$ cat src/rtl/alu_pkg.sv
// Shared definitions for the serial ALU datapath: op encoding, FSM states and slice-count helper.
package alu_pkg;

    localparam logic ALU_OP_ADD = 1'b0;
    localparam logic ALU_OP_SUB = 1'b1;

    typedef enum logic [1:0] {IDLE, RUN, DONE} alu_state_e;

    function automatic int unsigned alu_slices(input int unsigned width, input int unsigned chunk);
        return width / chunk;
    endfunction

endpackage

$ cat src/rtl/chunk_adder.sv
// CHUNK-bit ripple-carry adder built from full adders; also exposes the carry into its top bit.
module chunk_adder #(
    parameter int unsigned CHUNK = 16
) (
    input  logic [CHUNK-1:0] i_a,
    input  logic [CHUNK-1:0] i_b,
    input  logic             i_c_in,
    output logic [CHUNK-1:0] o_sum,
    output logic             o_c_out,
    output logic             o_c_msb_in
);

    logic [CHUNK:0] w_c;

    assign w_c[0] = i_c_in;

    for (genvar i = 0; i < CHUNK; i++) begin : g_fa
        assign o_sum[i]  = i_a[i] ^ i_b[i] ^ w_c[i];
        assign w_c[i+1]  = (i_a[i] & i_b[i]) | (i_a[i] & w_c[i]) | (i_b[i] & w_c[i]);
    end

    assign o_c_out    = w_c[CHUNK];
    assign o_c_msb_in = w_c[CHUNK-1];

endmodule

$ cat src/rtl/alu_serial_addsub.sv
// Multi-cycle add/subtract: one CHUNK-bit slice per clock, LSB slice first, x86-style flags.
module alu_serial_addsub
    import alu_pkg::*;
#(
    parameter int unsigned WIDTH = 64,
    parameter int unsigned CHUNK = 16
) (
    input  logic             i_clk,
    input  logic             i_rst_n,
    input  logic             i_start,
    input  logic             i_op,
    input  logic [WIDTH-1:0] i_a,
    input  logic [WIDTH-1:0] i_b,
    output logic             o_busy,
    output logic             o_done,
    output logic [WIDTH-1:0] o_result,
    output logic             o_cf,
    output logic             o_zf,
    output logic             o_sf,
    output logic             o_of
);

    localparam int unsigned N     = alu_slices(WIDTH, CHUNK);
    localparam int unsigned IDX_W = (N > 1) ? $clog2(N) : 1;
    localparam logic [IDX_W-1:0] LAST_IDX = IDX_W'(N - 1);

    if ((WIDTH % CHUNK) != 0 || WIDTH < 2) begin : g_bad_cfg
        $error("alu_serial_addsub: CHUNK must divide WIDTH and WIDTH must be >= 2");
    end

    alu_state_e       r_state;
    logic [WIDTH-1:0] r_a;
    logic [WIDTH-1:0] r_b;
    logic [WIDTH-1:0] r_acc;
    logic [IDX_W-1:0] r_idx;
    logic             r_carry;
    logic             r_op;
    logic             r_busy;
    logic             r_done;
    logic [WIDTH-1:0] r_result;
    logic             r_cf;
    logic             r_zf;
    logic             r_sf;
    logic             r_of;

    logic [CHUNK-1:0] w_sum;
    logic             w_cout;
    logic             w_cmsb;
    logic [WIDTH-1:0] w_acc_next;

    chunk_adder #(
        .CHUNK (CHUNK)
    ) u_chunk_adder (
        .i_a        (r_a[CHUNK-1:0]),
        .i_b        (r_b[CHUNK-1:0]),
        .i_c_in     (r_carry),
        .o_sum      (w_sum),
        .o_c_out    (w_cout),
        .o_c_msb_in (w_cmsb)
    );

    // Operands shift down a slice per cycle; new sum slices enter the accumulator from the top.
    assign w_acc_next = (r_acc >> CHUNK) | (WIDTH'(w_sum) << (WIDTH - CHUNK));

    always_ff @(posedge i_clk or negedge i_rst_n) begin
        if (!i_rst_n) begin
            r_state  <= IDLE;
            r_a      <= '0;
            r_b      <= '0;
            r_acc    <= '0;
            r_idx    <= '0;
            r_carry  <= 1'b0;
            r_op     <= ALU_OP_ADD;
            r_busy   <= 1'b0;
            r_done   <= 1'b0;
            r_result <= '0;
            r_cf     <= 1'b0;
            r_zf     <= 1'b0;
            r_sf     <= 1'b0;
            r_of     <= 1'b0;
        end else begin
            case (r_state)
                IDLE, DONE: begin
                    r_done <= 1'b0;
                    if (i_start) begin
                        r_state <= RUN;
                        r_busy  <= 1'b1;
                        r_a     <= i_a;
                        r_b     <= i_b ^ {WIDTH{i_op}};
                        r_carry <= i_op;
                        r_op    <= i_op;
                        r_idx   <= '0;
                    end else begin
                        r_state <= IDLE;
                        r_busy  <= 1'b0;
                    end
                end
                RUN: begin
                    r_a     <= r_a >> CHUNK;
                    r_b     <= r_b >> CHUNK;
                    r_acc   <= w_acc_next;
                    r_carry <= w_cout;
                    r_idx   <= r_idx + IDX_W'(1);
                    if (r_idx == LAST_IDX) begin
                        r_state  <= DONE;
                        r_busy   <= 1'b0;
                        r_done   <= 1'b1;
                        r_result <= w_acc_next;
                        r_cf     <= (r_op == ALU_OP_SUB) ? ~w_cout : w_cout;
                        r_zf     <= (w_acc_next == '0);
                        r_sf     <= w_acc_next[WIDTH-1];
                        r_of     <= w_cmsb ^ w_cout;
                    end
                end
                default: begin
                    r_state <= IDLE;
                    r_busy  <= 1'b0;
                    r_done  <= 1'b0;
                end
            endcase
        end
    end

    assign o_busy   = r_busy;
    assign o_done   = r_done;
    assign o_result = r_result;
    assign o_cf     = r_cf;
    assign o_zf     = r_zf;
    assign o_sf     = r_sf;
    assign o_of     = r_of;

endmodule

$ cat config.mk
export PLATFORM = sky130hd
export DESIGN_NAME = alu_serial_addsub
export DESIGN_NICKNAME = d
export VERILOG_FILES = /design/src/rtl/alu_pkg.sv /design/src/rtl/chunk_adder.sv /design/src/rtl/alu_serial_addsub.sv
export SDC_FILE = /design/constraint.sdc
export NUM_CORES = 1
export LEC_CHECK = 0
export BUFFER_PORTS_ARGS = -buffer_cell sky130_fd_sc_hd__clkbuf_2
export CORE_UTILIZATION = 40
export CTS_CLUSTER_SIZE = 16
export DETAILED_ROUTE_END_ITERATION = 10
export SLEW_MARGIN = 40
export SYNTH_ARGS = -nofsm -noshare
export SYNTH_HDL_FRONTEND = slang
export SYNTH_SLANG_ARGS = --single-unit
$ cat constraint.sdc
create_clock -name i_clk -period 8.65 [get_ports i_clk]
set_clock_uncertainty 0.15 [all_clocks]
set_input_delay 1.2975 -clock i_clk [delete_from_list [all_inputs] [get_ports i_clk]]
set_output_delay 1.2975 -clock i_clk [all_outputs]
set_load 0.05 [all_outputs]
# --- After elaboration in Yosys (flattened, before gate mapping) ---
# Index checks and enable logic that the tools add are counted.
totals:
  reg_bits: 268
  input_bits: 132
  output_inout_bits: 70
  wordCells: 160
classes:
  addsub: 1
  n_eq_ne: 5
  muxes: 17
  n_bitwise: 116
  reduce_logical: 7
op_table:
  columns: ["cell", "n"]
  rows:
  - ["case mux 64 bit (2 select lines)", 2]
  - ["two-way mux 64 bit", 2]
  - ["zero test 64 bit", 1]
  - ["bitwise OR 48 x 64 -> 64 bit", 1]
  - ["XOR 64 bit", 1]
  - ["AND 1 bit", 48]
  - ["XOR 1 bit", 33]
  - ["bitwise OR 1 bit", 32]
  - ["case mux 2 bit (2 select lines)", 2]
  - ["two-way mux 1 bit", 7]
  - ["AND reduction 2 bit", 3]
  - ["== test 2 bit (second input constant)", 2]
  - ["two-way mux 2 bit", 2]
  - ["inequality test 2 bit (second input constant)", 2]
  - ["case mux 1 bit (2 select lines)", 2]
  - ["adder 2 x 1 -> 2 bit (second input constant)", 1]
  - ["== test 2 x 1 -> 1 bit (second input constant)", 1]
  - ["zero test 2 bit", 1]
  - ["nonzero test 2 bit", 1]
  - ["OR reduction 2 bit", 1]
  - ["inverter 1 bit", 1]

# --- Longest topological paths before layout ---
# Gate-level depths: netlist (run 1).
depth:
  ltp_word: 50
  depth_mapped: 23

# --- Hierarchy ---
# A second synthesis (run 1) with hierarchy kept.
hier_totals:
  hier_cells: 951
  hier_area_um2: 10827.9
modules_own_cells:
  columns: ["module", "instances", "cells_each", "area_per_inst_um2"]
  rows:
  - ["alu_serial_addsub", 1, 925, 10470.0]
  - ["chunk_adder", 1, 26, 357.8]

# --- Least setup slack after synthesis (run 1) ---
# No wires, ideal clock.
synth_path:
  path_type: "reg2reg"
  start: "register r_a[0]"
  end: "register r_zf, in the netlist o_zf"
  t_arrival_ns: 6.929
  required_time_ns: 8.378
  slack_ns: 1.450
  path_stages_with_launch: 24
  path_buffers: 0
  synth_period_minus_slack_ns: 7.200
  path_cell_list: "dfrtp_1 -> inv_1 -> fa_1 -> inv_1 -> fa_1 -> fa_1 -> fa_1 -> fa_1 -> fa_1 -> fa_1 -> fa_1 -> fa_1 -> fa_1 -> fa_1 -> fa_1 -> fa_1 -> fa_1 -> fa_1 -> inv_1 -> fa_1 -> nor4b_1 -> nand4_1 -> nor4_1 -> a32o_1"
synth_between:
  elab_chain_len: 48
synth_lines:
  columns: ["element", "line", "source"]
  rows:
  - ["start, declared", "alu_serial_addsub.sv:32", "logic [WIDTH-1:0] r_a;"]
  - ["start signal, assigned", "alu_serial_addsub.sv:88", "r_a <= i_a;"]
  - ["start signal, assigned", "alu_serial_addsub.sv:99", "r_a <= r_a >> CHUNK;"]
  - ["AND 1 bit", "chunk_adder.sv:19", "assign w_c[i+1] = (i_a[i] & i_b[i]) | (i_a[i] & w_c[i]) | (i_b[i] & w_c[i]);"]
  - ["bitwise OR 1 bit (2 in a row)", "chunk_adder.sv:19", null]
  - ["AND 1 bit", "chunk_adder.sv:19", null]
  - ["bitwise OR 1 bit (2 in a row)", "chunk_adder.sv:19", null]
  - ["AND 1 bit", "chunk_adder.sv:19", null]
  - ["bitwise OR 1 bit (2 in a row)", "chunk_adder.sv:19", null]
  - ["AND 1 bit", "chunk_adder.sv:19", null]
  - ["bitwise OR 1 bit (2 in a row)", "chunk_adder.sv:19", null]
  - ["(+25 left out)", null, null]
  - ["bitwise OR 1 bit (2 in a row)", "chunk_adder.sv:19", null]
  - ["AND 1 bit", "chunk_adder.sv:19", null]
  - ["bitwise OR 1 bit (2 in a row)", "chunk_adder.sv:19", null]
  - ["AND 1 bit", "chunk_adder.sv:19", null]
  - ["bitwise OR 1 bit (2 in a row)", "chunk_adder.sv:19", null]
  - ["XOR 1 bit", "chunk_adder.sv:18", "assign o_sum[i] = i_a[i] ^ i_b[i] ^ w_c[i];"]
  - ["bitwise OR 48 x 64 -> 64 bit *", "alu_serial_addsub.sv:63", "assign w_acc_next = (r_acc >> CHUNK) | (WIDTH'(w_sum) << (WIDTH - CHUNK));"]
  - ["zero test 64 bit *", "alu_serial_addsub.sv:110", "r_zf <= (w_acc_next == '0);"]
  - ["end signal, assigned", "alu_serial_addsub.sv:110", null]
  - ["end, declared", "alu_serial_addsub.sv:42", "logic r_zf;"]
# Every way passes the cells marked *; elsewhere a longest branch is shown, timed or not.
# A chain may end at the register's enable or synchronous reset.

# --- Final worst setup path (run 1) ---
# Ends and elaborated chain as after synthesis.

==> out/summary.log, run 1 <==
qor: outcome.outcome finished, violations left
qor: outcome.violations design-rule violations
qor: route.route.detailed.wl_per_inst 18.0 µm
qor: power.power.density_cell_area 449 mW/mm²
qor: grt.grt_first_pass_wirelength 41,600 µm
qor: timing.min_period 7.65 ns
qor: route.route.detailed.vias_per_inst 5.08
qor: timing.final_setup_violation_count 0
qor: route.number_of_violations_reported_at_the_end_of_detailed_routing_iteration_0 474
qor: place.placed_cell_area 0.0119 mm²
qor: clock_tree.cts-root-buf clkbuf_16
qor: timing.max_clock_freq 0.131 GHz
qor: clock_tree.cts_hold_repair.buffers 0
qor: critical_path.path_class reg2reg
qor: yosys.yosys_most_used_dff dfrtp_1
qor: final_layout.finish.net_count 1,268
qor: power.pwr-share-comb 40.6%
qor: die.design.die.area 0.0274 mm²
qor: timing.layout_worst_path_cycle_share 88.5%
qor: final_layout.mostFrequentLayoutCell nand2_1
qor: final_layout.area_of_all_placed_cells_without_fillers 0.0130 mm²
qor: die.ios 202
qor: die.coreArea 0.0261 mm²
qor: power.leakagePower 6.41 nW
qor: clock_tree.cts_buffers 28
qor: final_layout.final.fill_count 2,428
qor: critical_path.critPathRequiredTime 8.91 ns
qor: critical_path.setup_crit_start r_a[0]$_DFFE_PN0P_
qor: place.port-buffer-count 201
qor: timing.slew_headroom 47.9%
qor: final_layout.area_growth_syn_to_layout 21.7%
qor: power.cellInternalPower 3.40 mW
qor: route.routed_wirelength 26,500 µm
qor: clock_tree.cts_resized 0
qor: yosys.yosys_register_bits 250
qor: yosys.netlist_instances 945
qor: yosys.fraction_of_registers_with_async_set_reset 100%
qor: clock_tree.cts_sinks 250
qor: final_layout.drive_gt1_share 28.4%
qor: critical_path.ff2ff_setup_slack 1.0 ns
qor: yosys.yosysUniqueCellTypes 31
qor: clock_tree.cts_setup_buffers 0
qor: clock_tree.ctsHtreeMaxLevel 1
qor: timing.hold_viol 0
qor: grt.grt_pass1_vias 7,306
qor: yosys.yosysWarningCount 0
qor: timing.worst-slew-pin-transition 0.782 ns
qor: final_layout.antenna_cells_inserted 0
qor: route.drc 26
qor: power.swShare 41.9%
qor: die.initial_core_util 41.0%
qor: critical_path.worstSetupStartpointType flop
qor: clock_tree.clkTransAtPathRegs 0.06 ns
qor: timing.final_max_slew_viol_count 0
qor: route.ant_nets 0
qor: die.die_h 166 µm
qor: power.p_seq_share 36.2%
qor: yosys.post_synth_edffs 0
qor: critical_path.worstReg2RegStart r_a[0]$_DFFE_PN0P_
qor: yosys.synthesis.area_per_instance 11.3 µm²
qor: die.fp-row-count 59
qor: critical_path.maximum_fanout_along_the_worst_path 3
qor: critical_path.crit_end o_zf$_DFFE_PN0P_
qor: yosys.mappedNetlistArea 0.0107 mm²
qor: critical_path.worst_ep_arrival_time 7.92 ns
qor: yosys.mappedNetlistNets 1,094
qor: timing.setup_repair_after_global_routing_missed_its_margin no
qor: route.routed-via-count 7,495
qor: power.power.ir.vdd_worst 0.000165 V
qor: die.die_w 166 µm
qor: flow_run.drv.max_cap_violation_count 0
qor: critical_path.end_kind flop
qor: timing.timing.setup.tns 0 ns
qor: route.drtPass1Iterations 8
qor: clock_tree.insertion_delay 0.53 ns
qor: grt.grt_max_degree 90
qor: worst_hold_path.worst_hold_path_type reg2reg
qor: clock_tree.cts-root-to-sink-buffers 3
qor: critical_path.regToRegEndpoint o_zf$_DFFE_PN0P_
qor: place.place_hpwl 18,100 µm
qor: clock_tree.cts_tree done
qor: critical_path.timing.reg2reg.worst_path_depth 23
qor: final_layout.most_frequent_cells_in_the_layout nand2_1, dfrtp_1, clkbuf_2, xnor2_1, mux2_2
qor: power.power_switching 2.45 mW
qor: grt.grt_antenna_before_repair 0
qor: grt.global_route.overflow_total 0
qor: yosys.synth-seq-area-share 58.4%
qor: grt.total_grt_usage 19.8%
qor: power.p_clk_share 23.2%
qor: final_layout.utilization 49.9%
qor: place.post-place-cells 1,424
qor: final_layout.final_cell_count_no_fill 1,476
qor: place.place_congestion 0.794
[state kept, by name, indices dropped and copies added, names as in the netlist]
register / cells
r_carry: 1
o_busy: 1
r_op: 1
r_acc: 48
o_zf: 1
r_idx: 2
o_of: 1
o_done: 1
o_result: 64
r_b: 64
o_cf: 1
r_a: 64
r_state: 1
[layout make-up]
cell class / count / area, µm² / share of cell area (%)
multi-input cells: 620 / 4110 / 31.5
flip-flops and latches: 250 / 6260 / 48.0
well taps: 335 / 419 / 3.22
inverters: 9 / 33.8 / 0.259
clock inverters: 15 / 262 / 2.01
clock buffers: 37 / 826 / 6.34
repair buffers: 210 / 1120 / 8.63
[power by group through the flow]
stage               combinational [mW]  clock (mW)  sequential (mW)
floorplan                         1.32           0             2.51
global placement                  2.36           0             2.12
detailed placement                2.40           0             2.14
CTS                               2.41        1.38             2.12
global route                      2.61        1.43             2.19
finish                            2.37        1.35             2.12
[metal layers]
layer / GRT usage (%) / routed length (µm)
met1: 28.0 / 12300
met4: 4.96 / 517
met2: 30.8 / 12200
met3: 4.40 / 1530
met5: 0 / 0
[cell usage after synthesis (6+ instances only)]
cell type	n	area, µm²
inv_1	9	33.8
xnor2_1	64	561
o21ai_0	24	120
a22o_1	17	149
nor2_1	49	184
a22oi_1	46	345
dfrtp_1	250	6260
clkbuf_1	15	56.3
nand2_1	258	968
buf_4	6	45.0
mux2_2	57	642
fa_1	16	320
a221o_1	50	500
buf_2	44	220
nor4_1	14	87.6
[kinds of logic (layout without fill, tap and decap cells)]
| family | count (synthesis) | count (layout) | synth area share [%] |
|---|---|---|---|
| flops | 250 | 250 | 58.4 |
| buf+inv | 75 | 271 | 3.42 |
| mux | 62 | 62 | 6.52 |
| fa+ha+maj | 17 | 17 | 3.11 |
| compound gates | 140 | 140 | 10.6 |
| xor+xnor | 66 | 66 | 5.40 |
| simple gates | 335 | 335 | 12.4 |
[worst min-delay path by stage]
stage | startpoint | endpoint | slack (ns) | depth (start not counted)
3_3_place_gp | r_a[25]$_DFFE_PN0P_ | r_a[25]$_DFFE_PN0P_ | 0.31 | 2
5_1_grt | r_b[55]$_DFFE_PN0P_ | r_b[55]$_DFFE_PN0P_ | 0.35 | 2
6_report | r_a[25]$_DFFE_PN0P_ | r_a[25]$_DFFE_PN0P_ | 0.33 | 2
4_1_cts | r_a[46]$_DFFE_PN0P_ | r_a[46]$_DFFE_PN0P_ | 0.33 | 2
3_5_place_dp | r_a[46]$_DFFE_PN0P_ | r_a[46]$_DFFE_PN0P_ | 0.31 | 2
2_1_floorplan | r_a[17]$_DFFE_PN0P_ | r_a[17]$_DFFE_PN0P_ | 0.30 | 2
[stage by stage]
stage                     total power, mW  setup WS [ns]  hold slack [ns]
after detailed placement             4.54           1.01            0.313
after global placement               4.48           1.11            0.309
final                                5.85          0.997            0.325
after floorplan                      3.83           1.45            0.296
after CTS                            5.91           1.01            0.328
after global routing                 6.23          0.720            0.348
[worst max-delay path, cell delays in order, from the launching register on]
cell     delay (ns)
dfrtp_1        0.36
inv_1          0.10
fa_1           0.18
inv_1          0.05
fa_1           0.38
fa_1           0.39
fa_1           0.41
fa_1           0.39
fa_1           0.42
fa_1           0.40
fa_1           0.39
fa_1           0.40
fa_1           0.40
fa_1           0.39
fa_1           0.40
fa_1           0.40
fa_1           0.40
fa_1           0.43
inv_1          0.10
fa_1           0.45
nor4b_1        0.17
nand4_1        0.08
nor4_1         0.05
a32o_1         0.25
Note: power is estimated with default switching activity, not from simulation.
==> run 2: changes to the inputs <==
--- a/config.mk
+++ b/config.mk
@@ -6,9 +6,10 @@
 export NUM_CORES = 1
 export LEC_CHECK = 0
 export BUFFER_PORTS_ARGS = -buffer_cell sky130_fd_sc_hd__clkbuf_2
-export CORE_UTILIZATION = 40
+export CORE_UTILIZATION = 45
 export CTS_CLUSTER_SIZE = 16
 export DETAILED_ROUTE_END_ITERATION = 10
+export PLACE_DENSITY = 0.67
 export SLEW_MARGIN = 40
 export SYNTH_ARGS = -nofsm -noshare
 export SYNTH_HDL_FRONTEND = slang
==> out/summary.log, run 2 (same netlist as run 1, synthesis figures left out) <==
qor: power.power.density_cell_area 439 mW/mm² [-2.3%]
qor: grt.grt_antenna_before_repair 0 [unchanged]
qor: critical_path.maximum_fanout_along_the_worst_path 3 [unchanged]
qor: grt.grt_first_pass_wirelength 41,000 µm [-1.5%]
qor: critical_path.path_class reg2reg
qor: final_layout.mostFrequentLayoutCell nand2_1
qor: clock_tree.cts_setup_buffers 0 [unchanged]
qor: clock_tree.cts-root-buf clkbuf_16
qor: final_layout.finish.net_count 1,267 [-0.079%]
qor: worst_hold_path.worst_hold_path_type reg2reg
qor: critical_path.critical_path.slowest_cell fa_1
qor: route.drtPass1Iterations 5 [-3]
qor: timing.setup_repair_after_global_routing_missed_its_margin no
qor: power.power_switching 2.42 mW [-1.0%]
qor: grt.grt_max_degree 101 [+12%]
qor: die.initial_core_util 45.7% [+4.8 points]
qor: critical_path.end_kind flop
qor: place.place_hpwl 17,800 µm [-1.9%]
qor: critical_path.timing.critical_path.buf_inv 3 [unchanged]
qor: grt.global_route.overflow_total 0 [unchanged]
qor: route.number_of_violations_reported_at_the_end_of_detailed_routing_iteration_0 582 [+23%]
qor: critical_path.crit_chain inv_1 -> fa_1 -> inv_1 -> fa_1 -> fa_1 -> fa_1 -> fa_1 -> fa_1 -> fa_1 -> fa_1 -> fa_1 -> fa_1 -> fa_1 -> fa_1 -> fa_1 -> fa_1 -> fa_1 -> inv_1 -> fa_1 -> nor4b_1 -> nand4_1 -> nor4_1 -> a32o_1
qor: power.p_clk_share 20.0% [-3.2 points]
qor: place.place_congestion 0.803 [+1.1%]
qor: final_layout.antenna_cells_inserted 0 [unchanged]
qor: route.drc 0 [-100%]
qor: final_layout.drive_gt1_share 27.7% [-0.74 points]
qor: route.routed_wirelength 25,900 µm [-2.2%]
qor: place.port-buffer-count 201 [unchanged]
qor: final_layout.area_growth_syn_to_layout 19.5%
qor: timing.min_period 7.67 ns [+0.0191 ns]
qor: clock_tree.ctsHtreeMaxLevel 1 [unchanged]
qor: route.route.detailed.wl_per_inst 17.8 µm [-1.0%]
qor: power.swShare 43.2% [+1.3 points]
qor: power.cellInternalPower 3.19 mW [-6.2%]
qor: critical_path.worst_path_most_repeated_cell fa_1
qor: grt.grt_pass1_vias 7,298 [-0.11%]
qor: flow_run.drv.max_cap_violation_count 0 [unchanged]
qor: clock_tree.insertion_delay 0.53 ns [about the same]
qor: critical_path.worst_ep_arrival_time 7.93 ns [about the same]
qor: die.design.die.area 0.0244 mm² [-11%]
qor: die.ios 202 [unchanged]
qor: die.die_h 156 µm [-5.6%]
qor: grt.total_grt_usage 21.6% [+1.8 points]
qor: outcome.outcome complete, no violations
qor: critical_path.critical-path-top-delay-family adder cells
qor: die.die_w 156 µm [-5.6%]
qor: timing.timing.setup.tns 0 ns [unchanged]
qor: critical_path.critPathRequiredTime 8.91 ns [about the same]
qor: die.coreArea 0.0234 mm² [-10%]
qor: clock_tree.cts_sinks 250 [unchanged]
qor: timing.worst-slew-pin-transition 0.799 ns [+0.0166 ns]
qor: power.power.ir.vdd_worst 0.000212 V [+29%]
qor: timing.max_clock_freq 0.130 GHz [-0.25%]
qor: critical_path.critPathMaxStageDelay 0.46 ns [about the same]
qor: route.ant_nets 0 [unchanged]
qor: clock_tree.clkTransAtPathRegs 0.06 ns [about the same]
qor: timing.slew_headroom 46.8% [-1.1 points]
qor: timing.final_setup_violation_count 0 [unchanged]
qor: power.p_seq_share 37.7% [+1.5 points]
qor: clock_tree.cts_resized 0 [unchanged]
qor: route.routed-via-count 7,513 [+0.24%]
qor: clock_tree.cts_tree done
qor: timing.hold_viol 0 [unchanged]
qor: final_layout.most_frequent_cells_in_the_layout nand2_1, dfrtp_1, clkbuf_2, xnor2_1, mux2_2
qor: timing.layout_worst_path_cycle_share 88.7% [+0.22 points]
qor: clock_tree.cts_buffers 27 [-3.6%]
qor: power.leakagePower 6.30 nW [-1.8%]
qor: power.pwr-share-comb 42.3% [+1.7 points]
qor: clock_tree.cts-root-to-sink-buffers 3 [unchanged]
qor: timing.final_max_slew_viol_count 0 [unchanged]
qor: critical_path.worstSetupStartpointType flop
qor: clock_tree.cts_hold_repair.buffers 0 [unchanged]
qor: die.fp-row-count 56 [-5.1%]
qor: route.route.detailed.vias_per_inst 5.15 [+1.5%]
qor: power.power.total 5.61 mW [-4.0%]
[run 2: power by group through the flow]
stage	registers, mW	clock network (mW)	logic (mW)
2_1_floorplan	2.51	0	1.32
3_3_place_gp	2.12	0	2.34
3_5_place_dp	2.14	0	2.39
4_1_cts	2.12	1.15	2.40
5_1_grt	2.18	1.20	2.59
6_report	2.12	1.12	2.37
[run 2: final timing paths]
path                                startpoint                 endpoint  slack, ns  cells past startpoint
hold reg to reg            r_b[56]$_DFFE_PN0P_      r_b[56]$_DFFE_PN0P_       0.33                      2
hold / removal             r_b[56]$_DFFE_PN0P_      r_b[56]$_DFFE_PN0P_       0.33                      2
min in group asynchronous              i_rst_n  o_result[3]$_DFFE_PN0P_       0.55                      1
setup reg to reg            r_b[0]$_DFFE_PN0P_         o_zf$_DFFE_PN0P_       0.98                     23
setup / recovery            r_b[0]$_DFFE_PN0P_         o_zf$_DFFE_PN0P_       0.98                     23
max in group asynchronous              i_rst_n      r_b[38]$_DFFE_PN0P_       6.38                      3
[run 2: layout make-up]
class	instances	area (µm²)
clock buffer	42	802
multi-input combinational	620	4110
clock inverter	8	75.1
sequential	250	6260
tap	319	399
fill	2139	10600
inverter	9	33.8
timing repair buffer	210	1120
[run 2: worst min-delay path, stage by stage, from the launching register on]
cell	delay, ns
dfrtp_1	0.34
nand2_1	0.05
o21ai_0	0.06
[run 2: per-stage QoR]
step / utilization (%) / instance area [µm²] / hold slack (ns) / cells / setup slack, ns
after detailed placement: 50.9 / 11900 / 0.313 / 1408 / 1.02
after global routing: 54.7 / 12800 / 0.344 / 1458 / 0.705
final: 54.7 / 12800 / 0.326 / 1458 / 0.978
after CTS: 54.7 / 12800 / 0.329 / 1458 / 0.971
after global placement: 50.7 / 11900 / 0.308 / 1407 / 1.12
after floorplan: - / 10700 / 0.296 / 945 / 1.45
[run 2: metal layers]
metal	part of all wire [%]	wire length, µm	global-route usage [%]	vias to the layer above
met5	0	0	0	-
met4	1.9	488	5.09	0
met3	6.2	1610	3.90	32
met2	46	12000	33.7	236
met1	45	11800	31.4	3661
li1	-	-	-	3584
==> run 3: changes to the inputs <==
--- a/config.mk
+++ b/config.mk
@@ -9,6 +9,7 @@
 export CORE_UTILIZATION = 45
 export CTS_CLUSTER_SIZE = 16
 export DETAILED_ROUTE_END_ITERATION = 10
+export GPL_TIMING_DRIVEN = 0
 export PLACE_DENSITY = 0.67
 export SLEW_MARGIN = 40
 export SYNTH_ARGS = -nofsm -noshare
==> out/summary.log, run 3 (same netlist as run 1, synthesis figures left out) <==
qor: outcome.outcome complete, no violations
qor: critical_path.worst_ep_arrival_time 7.98 ns [+0.05 ns]
qor: route.drtPass1Iterations 5 [unchanged]
qor: timing.hold_viol 0 [unchanged]
qor: die.ios 202 [unchanged]
qor: critical_path.path_class reg2reg
qor: clock_tree.cts_resized 0 [unchanged]
qor: place.place_hpwl 20,800 µm [+17%]
qor: final_layout.final_cell_count_no_fill 1,515 [+3.9%]
qor: worst_hold_path.worst_hold_path_type reg2reg
qor: timing.layout_worst_path_cycle_share 88.7% [about the same]
qor: critical_path.critPathMaxStageDelay 0.44 ns [-0.02 ns]
qor: critical_path.maximum_fanout_along_the_worst_path 3 [unchanged]
qor: clock_tree.cts_buffers 27 [unchanged]
qor: timing.final_max_slew_viol_count 0 [unchanged]
qor: route.route.detailed.vias_per_inst 5.15 [about the same]
qor: power.power.total 5.71 mW [+1.7%]
qor: place.post-place-cells 1,468 [+4.3%]
qor: clock_tree.ctsHtreeMaxLevel 1 [unchanged]
qor: timing.setup_repair_after_global_routing_missed_its_margin no
qor: clock_tree.cts-root-buf clkbuf_16
qor: die.die_w 156 µm [unchanged]
qor: power.power.density_cell_area 436 mW/mm² [-0.52%]
qor: clock_tree.clkTransAtPathRegs 0.06 ns [about the same]
qor: critical_path.crit_chain inv_1 -> fa_1 -> inv_1 -> fa_1 -> fa_1 -> fa_1 -> fa_1 -> fa_1 -> fa_1 -> fa_1 -> fa_1 -> fa_1 -> fa_1 -> fa_1 -> fa_1 -> fa_1 -> fa_1 -> inv_1 -> fa_1 -> nor4b_1 -> nand4_1 -> nor4_1 -> a32o_1
qor: clock_tree.cts_setup_buffers 0 [unchanged]
qor: route.drc 0 [unchanged]
qor: clock_tree.cts_sinks 250 [unchanged]
qor: critical_path.worst_path_most_repeated_cell fa_1
qor: timing.slew_headroom 62.0% [+15 points]
qor: grt.grt_antenna_before_repair 0 [unchanged]
qor: clock_tree.cts-root-to-sink-buffers 3 [unchanged]
qor: final_layout.final.fill_count 2,100 [-1.8%]
qor: clock_tree.insertion_delay 0.53 ns [about the same]
qor: final_layout.drive_gt1_share 29.6% [+1.9 points]
qor: grt.grt_first_pass_wirelength 42,500 µm [+3.8%]
qor: die.initial_core_util 45.7% [unchanged]
qor: die.design.die.area 0.0244 mm² [unchanged]
qor: timing.finalWorstSetupSlack 0.980 ns [+0.00256 ns]
qor: final_layout.most_frequent_cells_in_the_layout nand2_1, dfrtp_1, clkbuf_2, xnor2_1, mux2_2
qor: critical_path.critPathRequiredTime 8.97 ns [+0.06 ns]
qor: power.leakagePower 6.49 nW [+3.1%]
qor: critical_path.end_kind flop
qor: route.routed-via-count 7,809 [+3.9%]
qor: final_layout.antenna_cells_inserted 0 [unchanged]
qor: final_layout.multi_input_logic_area 0.00408 mm² [-0.61%]
qor: die.coreArea 0.0234 mm² [unchanged]
qor: die.fp-row-count 56 [unchanged]
qor: clock_tree.cts_tree done
qor: timing.hold_slack 0.327 ns [+0.000208 ns]
qor: route.number_of_violations_reported_at_the_end_of_detailed_routing_iteration_0 369 [-37%]
qor: timing.worst-slew-pin-transition 0.570 ns [-0.229 ns]
qor: timing.min_period 7.67 ns [-0.00256 ns]
qor: critical_path.critical_path.slowest_cell fa_1
qor: die.die_h 156 µm [unchanged]
qor: grt.global_route.overflow_total 0 [unchanged]
qor: flow_run.drv.max_cap_violation_count 0 [unchanged]
qor: timing.timing.setup.tns 0 ns [unchanged]
qor: place.place_congestion 0.814 [+1.4%]
qor: power.power.ir.vdd_worst 0.000222 V [+4.6%]
qor: route.route.detailed.wl_per_inst 18.0 µm [+1.3%]
qor: timing.max_clock_freq 0.130 GHz [about the same]
qor: grt.grt_max_degree 70 [-31%]
qor: route.ant_nets 0 [unchanged]
qor: route.routed_wirelength 27,300 µm [+5.3%]
qor: final_layout.finish.net_count 1,327 [+4.7%]
qor: place.dpl_worst_slack 1.00 ns [-0.0174 ns]
qor: final_layout.mostFrequentLayoutCell nand2_1
qor: grt.total_grt_usage 22.9% [+1.3 points]
qor: place.port-buffer-count 200 [-0.50%]
qor: clock_tree.cts_hold_repair.buffers 0 [unchanged]
qor: timing.final_setup_violation_count 0 [unchanged]
qor: final_layout.area_growth_syn_to_layout 22.2%
qor: grt.grt_pass1_vias 7,590 [+4.0%]
qor: critical_path.worstSetupStartpointType flop
qor: final_layout.area.sequential 0.00626 mm² [unchanged]
==> run 3: cell types whose count changed in the layout (fill, tap and decap cells not counted), moves of 2 or more <==
cell      delta
buf_16       +3
buf_2       +44
buf_6        -2
clkbuf_1    +14
nand2b_1     +2
==> run 3: worst paths after layout <==
| check | start | endpoint | slack (ns) | cells past startpoint |
|---|---|---|---|---|
| setup / recovery | r_b[0]$_DFFE_PN0P_ | o_zf$_DFFE_PN0P_ | 0.98 | 23 |
| hold / removal | r_a[45]$_DFFE_PN0P_ | r_a[45]$_DFFE_PN0P_ | 0.33 | 2 |
| setup reg to reg | r_b[0]$_DFFE_PN0P_ | o_zf$_DFFE_PN0P_ | 0.98 | 23 |
| hold reg to reg | r_a[45]$_DFFE_PN0P_ | r_a[45]$_DFFE_PN0P_ | 0.33 | 2 |
| max in group asynchronous | i_rst_n | r_b[25]$_DFFE_PN0P_ | 6.98 | 3 |
| min in group asynchronous | i_rst_n | r_acc[23]$_DFFE_PN0P_ | 0.46 | 1 |
==> run 3: cell type report <==
| type | count | share of cell area [%] |
|---|---|---|
| Timing Repair Buffer | 204 | 8.56 |
| Buffer | 66 | 2.55 |
| Clock buffer | 40 | 6.00 |
| Sequential cell | 250 | 47.8 |
| Inverter | 9 | 0.258 |
| Multi-Input combinational cell | 620 | 31.2 |
| Clock inverter | 7 | 0.526 |
| Tap cell | 319 | 3.05 |
==> run 3: stage by stage <==
stage	cell area, µm²	util (%)
2_1_floorplan	10700	-
3_3_place_gp	12100	51.7
3_5_place_dp	12200	52.2
4_1_cts	13100	55.9
5_1_grt	13100	55.9
6_report	13100	55.9
==> run 3: layer usage <==
layer  wire length [µm]  global-route usage, %
met4                554                   5.32
met1              11700                   30.5
met3               1650                   4.54
met2              13300                   38.6
met5                  0                      0
==> run 3: worst max-delay path: cells and delay by family (launching register included) <==
family	cells	cell delay [ns]
buf+inv	3	0.23
compound gates	1	0.21
simple gates	3	0.65
fa+ha+maj	16	5.94
flops	1	0.41
==> run 3: power breakdown <==
part | switching, mW | leakage, nW | total [mW] | internal (mW)
clock network | 0.450 | 0.420 | 1.10 | 0.654
logic | 1.59 | 2.93 | 2.46 | 0.873
registers | 0.431 | 3.15 | 2.14 | 1.71
total | 2.47 | 6.49 | 5.71 | 3.24
